### config.mk
export PLATFORM = sky130hd
export DESIGN_NAME = encoder_channel_ctrl
export DESIGN_NICKNAME = d
export VERILOG_FILES = /design/src/rtl/encoder_channel_ctrl.sv
export SDC_FILE = /design/constraint.sdc
export NUM_CORES = 1
export LEC_CHECK = 0
export CAP_MARGIN = 25
export CORE_ASPECT_RATIO = 1.25
export CORE_MARGIN = 8
export CORE_UTILIZATION = 30
export CTS_BUF_LIST = sky130_fd_sc_hd__clkbuf_8
export DETAILED_ROUTE_END_ITERATION = 12
export SLEW_MARGIN = 25
export SYNTH_ARGS = -nofsm -noshare
export SYNTH_HDL_FRONTEND = slang
export SYNTH_SLANG_ARGS = --single-unit
### constraint.sdc
create_clock -name clk -period 4.3 [get_ports clk]
set_clock_uncertainty 0.2 [all_clocks]
set_input_delay 0.86 -clock clk [delete_from_list [all_inputs] [get_ports clk]]
set_output_delay 0.86 -clock clk [all_outputs]
set_load 0.005 [all_outputs]
### src/rtl/encoder_channel_ctrl.sv
// Encoder channel controller: quadrature decode into pending counters, one shared
// saturating adder granted round-robin, each update published over valid/ready.
module encoder_channel_ctrl #(
  parameter int NUM_CH   = 3,
  parameter int DATA_LEN = 8,
  parameter int INC_STEP = 1,
  parameter int SATURATE = 1,
  localparam int CW = (NUM_CH > 1) ? $clog2(NUM_CH) : 1
) (
  input  logic                       clk,
  input  logic                       reset,
  input  logic [NUM_CH-1:0]          enc_a,
  input  logic [NUM_CH-1:0]          enc_b,
  input  logic [NUM_CH-1:0]          clear_ch,
  output logic [NUM_CH*DATA_LEN-1:0] values,
  output logic                       upd_valid,
  output logic [CW-1:0]              upd_ch,
  output logic [DATA_LEN-1:0]        upd_value,
  input  logic                       upd_ready
);

  localparam int SW = DATA_LEN + 4;
  localparam logic signed [SW-1:0] INC = SW'(INC_STEP);
  localparam logic signed [SW-1:0] VMAX = {4'b0000, {DATA_LEN{1'b1}}};
  localparam logic signed [2:0] P_MAX = 3'sb011;
  localparam logic signed [2:0] P_MIN = 3'sb100;

  typedef enum logic [1:0] {
    IDLE,
    UPDATE,
    PUBLISH
  } state_t;

  state_t state, state_nx;

  logic [NUM_CH-1:0]    old_a, old_b;
  logic [NUM_CH-1:0]    up, dn, dirty, req;
  logic signed [2:0]    pend [NUM_CH];
  logic [DATA_LEN-1:0]  val  [NUM_CH];
  logic [CW-1:0]        gch, rr_ptr, pick;
  logic                 found;
  int                   rr_int;
  logic signed [SW-1:0] pend_x, sum;
  logic [DATA_LEN-1:0]  new_val;

  for (genvar i = 0; i < NUM_CH; i++) begin : g_dec
    logic [3:0] code;
    assign code = {enc_a[i], old_a[i], enc_b[i], old_b[i]};
    assign up[i] = (code == 4'b1000) || (code == 4'b0111);
    assign dn[i] = (code == 4'b0010) || (code == 4'b1101);
    assign req[i] = (pend[i] != 3'sd0) || dirty[i];
    assign values[i*DATA_LEN +: DATA_LEN] = val[i];
  end

  // First requester at or after rr_ptr, wrapping around.
  assign rr_int = int'(rr_ptr);

  always_comb begin
    found = 1'b0;
    pick  = '0;
    for (int k = 0; k < NUM_CH; k++) begin
      if (!found && req[(rr_int + k) % NUM_CH]) begin
        found = 1'b1;
        pick  = CW'((rr_int + k) % NUM_CH);
      end
    end
  end

  always_comb begin
    pend_x  = {{(SW-3){pend[gch][2]}}, pend[gch]};
    sum     = $signed({4'b0000, val[gch]}) + pend_x * INC;
    new_val = sum[DATA_LEN-1:0];
    if (SATURATE != 0) begin
      if (sum < 0)
        new_val = '0;
      else if (sum > VMAX)
        new_val = '1;
    end
  end

  always_comb begin
    state_nx = state;
    unique case (state)
      IDLE:    if (found) state_nx = UPDATE;
      UPDATE:  state_nx = PUBLISH;
      PUBLISH: if (upd_ready) state_nx = IDLE;
      default: state_nx = IDLE;
    endcase
  end

  assign upd_valid = (state == PUBLISH);

  always_ff @(posedge clk or negedge reset) begin
    if (!reset) begin
      state     <= IDLE;
      gch       <= '0;
      rr_ptr    <= '0;
      upd_ch    <= '0;
      upd_value <= '0;
    end else begin
      state <= state_nx;
      if (state == IDLE && found)
        gch <= pick;
      // A clear landing on the granted channel publishes the cleared value.
      if (state == UPDATE) begin
        upd_ch    <= gch;
        upd_value <= clear_ch[gch] ? '0 : new_val;
      end
      if (state == PUBLISH && upd_ready)
        rr_ptr <= (int'(gch) == NUM_CH - 1) ? '0 : gch + 1'b1;
    end
  end

  always_ff @(posedge clk or negedge reset) begin
    if (!reset) begin
      old_a <= '0;
      old_b <= '0;
      dirty <= '0;
      for (int i = 0; i < NUM_CH; i++) begin
        pend[i] <= 3'sd0;
        val[i]  <= '0;
      end
    end else begin
      old_a <= enc_a;
      old_b <= enc_b;
      for (int i = 0; i < NUM_CH; i++) begin
        if (clear_ch[i]) begin
          val[i]   <= '0;
          pend[i]  <= 3'sd0;
          dirty[i] <= 1'b1;
        end else if (state == UPDATE && gch == CW'(i)) begin
          val[i]   <= new_val;
          pend[i]  <= up[i] ? 3'sd1 : (dn[i] ? -3'sd1 : 3'sd0);
          dirty[i] <= 1'b0;
        end else if (up[i] && pend[i] != P_MAX) begin
          pend[i] <= pend[i] + 3'sd1;
        end else if (dn[i] && pend[i] != P_MIN) begin
          pend[i] <= pend[i] - 3'sd1;
        end
      end
    end
  end

endmodule

==> flow_summary.toml <==
[sta]
finalSetupViolations = 0
period_share_pct = 85.0
worst_slew_pin_slew_ns = 0.720
fmax_mhz = 274
rsz0062_at_grt = "false"
drv_slew = 0
post-route-min-period_ns = 3.65
hold_viol = 0
tns_ns = 0
relSlewSlack_pct = 51.8

[synthesis]
syn_area_per_cell_sq_um = 8.94
ys_seq_area_share_pct = 39.1
syn-num-nets = 443
yosys.cell_count.top_type = "dfrtp_1"
synth_cell_types = 54
ys_warn_count = 0
ys.flop_type = "dfrtp_1"
synth_seq_cells = 58
synthesis.instances = 415
synthArstFlopShare_pct = 100
netlist_area_sq_mm = 0.00371
synth-edff-count = 0
synth_top_area_share_pct = 39.1
yosys.area.top_type = "dfrtp_1"
yosys-top-cells-count = "58 x dfrtp_1, 42 x nand2_1, 42 x o21ai_0, 33 x nor2_1, 31 x a21oi_1"
synthTopCellsByArea = "dfrtp_1 39%, o21ai_0 5.7%, mux2i_1 4.3%"

[floorplanning]
die_y_microns = 140
dieWidth_microns = 115
num_rows = 45
num_io_pins = 47
start_util_pct = 30.6
die-area_sq_mm = 0.0162
core_sq_mm = 0.0121

[clock_network]
path_clk_slew_ns = 0.07
ctsHoldBuffers = 0
cts_root_buf = "clkbuf_8"
postCtsResizedCells = 0
post_cts_buffers = 0
cts_tree = "built"
cts_buffer_depth = 2
clkSinkCount = 58
numCtsBuffers = 9
cts-htree-levels = 3
insertion_delay_ns = 0.35

[placed_design]
dp_hpwl_mm = 8.03
numPortBuffers = 46
dp_cells = 612
gp_congestion = 0.880

[setup_path]
crit_arrival_ns = 3.67
slowest_stage = "dfrtp_1"
path_buf_inv = 2
crit_chain = "buf_4 -> mux2i_1 -> o21ai_0 -> ha_1 -> inv_1 -> fa_1 -> nand2b_1 -> a21oi_1 -> a21oi_4 -> xnor2_4 -> o21ai_0 -> o21ai_0"
crit_type = "reg2reg"
crit_fanout = 12
crit_top_cell = "o21ai_0"
end_kind = "flip-flop"
critPathTopFamily = "compound AO/OA/AOI/OAI gates"
critPathRequiredTime_ns = 4.31
critPathMaxStageDelay_ns = 0.68
startpoint_type = "flip-flop"

[grt]
grt_max_degree = 31
grt-ovfl-total = 0
grt.total_usage_pct = 13.7
antenna_found_initial = 0
grt_pass1_wl_mm = 17.3
first_global_vias = 3246

[power]
swShare_pct = 41.9
p_leak_nw = 1.95
pwr-share-comb_pct = 46.6
p_seq_share_pct = 31.6
p_clk_share_pct = 21.7
power_switching_mw = 1.07
ir_worst_vdd_v = 0.000234
power_density_mw_per_mm2 = 561
p_int_mw = 1.49

[final_layout]
fin_nets = 487
area_growth_pct = 23.0
utilization_pct = 37.7
finalNonFillerCells = 628
drive_above_1_share_pct = 9.27
n_antenna_cell = 0

[drt]
vias_per_cell = 5.08
routed-via-count = 3189
drt-initial-drc-count = 177
wl_mm = 10.5
post-route-drc-count = 0
ant_nets = 0
first_pass_iters = 4
wl_per_cell_microns = 16.7

[worst_hold_path]
worstHoldPathType = "reg2reg"

[outcome]
status = "completed"

[flow_run]
cap_violations = 0
-- state kept, by name (all words and copies together) (netlist names) --
name	flops
rr_ptr	2
values	24
pend	9
upd_value	8
dirty	3
state	2
old_b	3
gch	2
upd_ch	2
old_a	3
-- cell families (layout without fill, tap and decap cells) --
kind of cell / count (synthesis) / count (layout) / synth area share, %
simple gates: 140 / 140 / 19.7
compound gates: 126 / 126 / 21.6
flops: 58 / 58 / 39.1
buf+inv: 44 / 93 / 4.62
mux: 22 / 22 / 6.14
fa+ha+maj: 16 / 16 / 6.21
xor+xnor: 9 / 9 / 2.63
-- cell type report --
class / instances / area (sq um)
fillers: 1212 / 7540
flip-flops and latches: 58 / 1450
inverters: 23 / 86.3
clock inverters: 7 / 93.8
clock buffers: 9 / 124
multi-input cells: 313 / 2090
well taps: 164 / 205
repair buffers: 54 / 515
-- worst min-delay path, cell delays in order (launching register included) --
cell	delay (ns)
dfrtp_1	0.34
nand2_1	0.05
nand2_1	0.05
-- power by group through the flow --
stage	Combinational, mW	Sequential [mW]	Clock, mW
after floorplan	0.824	0.742	0
after global placement	1.18	0.812	0
after detailed placement	1.19	0.813	0
after CTS	1.20	0.807	0.567
after global routing	1.32	0.825	0.592
final	1.19	0.809	0.556
-- through the flow --
stage	power, mW	hold WS [ns]	instance area (sq um)	setup slack [ns]
6_report	2.56	0.275	4560	0.646
5_1_grt	2.74	0.298	4560	0.442
4_1_cts	2.57	0.280	4560	0.703
3_5_place_dp	2.01	0.262	4350	0.712
3_3_place_gp	1.99	0.260	4350	0.746
2_1_floorplan	1.57	0.251	3710	1.03
-- path summary, 6_finish.rpt --
path                                       startpoint                     end  slack [ns]  cells past startpoint
worst max register to register     gch[0]$_DFFE_PN0P_   values[2]$_DFFE_PN0P_        0.65                     12
worst min register to register  upd_ch[0]$_DFFE_PN0P_   upd_ch[0]$_DFFE_PN0P_        0.28                      2
min in group asynchronous                       reset     pend[8]$_DFFE_PN0P_        0.35                      1
worst min-delay path            upd_ch[0]$_DFFE_PN0P_   upd_ch[0]$_DFFE_PN0P_        0.28                      2
worst max-delay path               gch[0]$_DFFE_PN0P_   values[2]$_DFFE_PN0P_        0.65                     12
max in group asynchronous                       reset  values[23]$_DFFE_PN0P_        2.70                      2
-- cells in the final DEF, fill, tap and decap left out, types with 8 or more instances in the layout --
cell type	n
a21o_1	9
nor2_1	33
o21ai_0	42
mux2i_1	16
clkbuf_8	9
clkdlybuf4s50_1	45
a21oi_1	31
nand3b_1	15
buf_4	8
dfrtp_1	58
inv_1	23
nand2b_1	15
ha_1	12
nand2_1	42
-- layer usage --
| metal | GRT usage, % | routed length [microns] |
|---|---|---|
| met5 | 0 | 0 |
| met4 | 4.72 | 145 |
| met3 | 3.48 | 473 |
| met2 | 23.8 | 5480 |
| met1 | 15.7 | 4390 |
No activity file was read; power rests on OpenSTA's default activity.
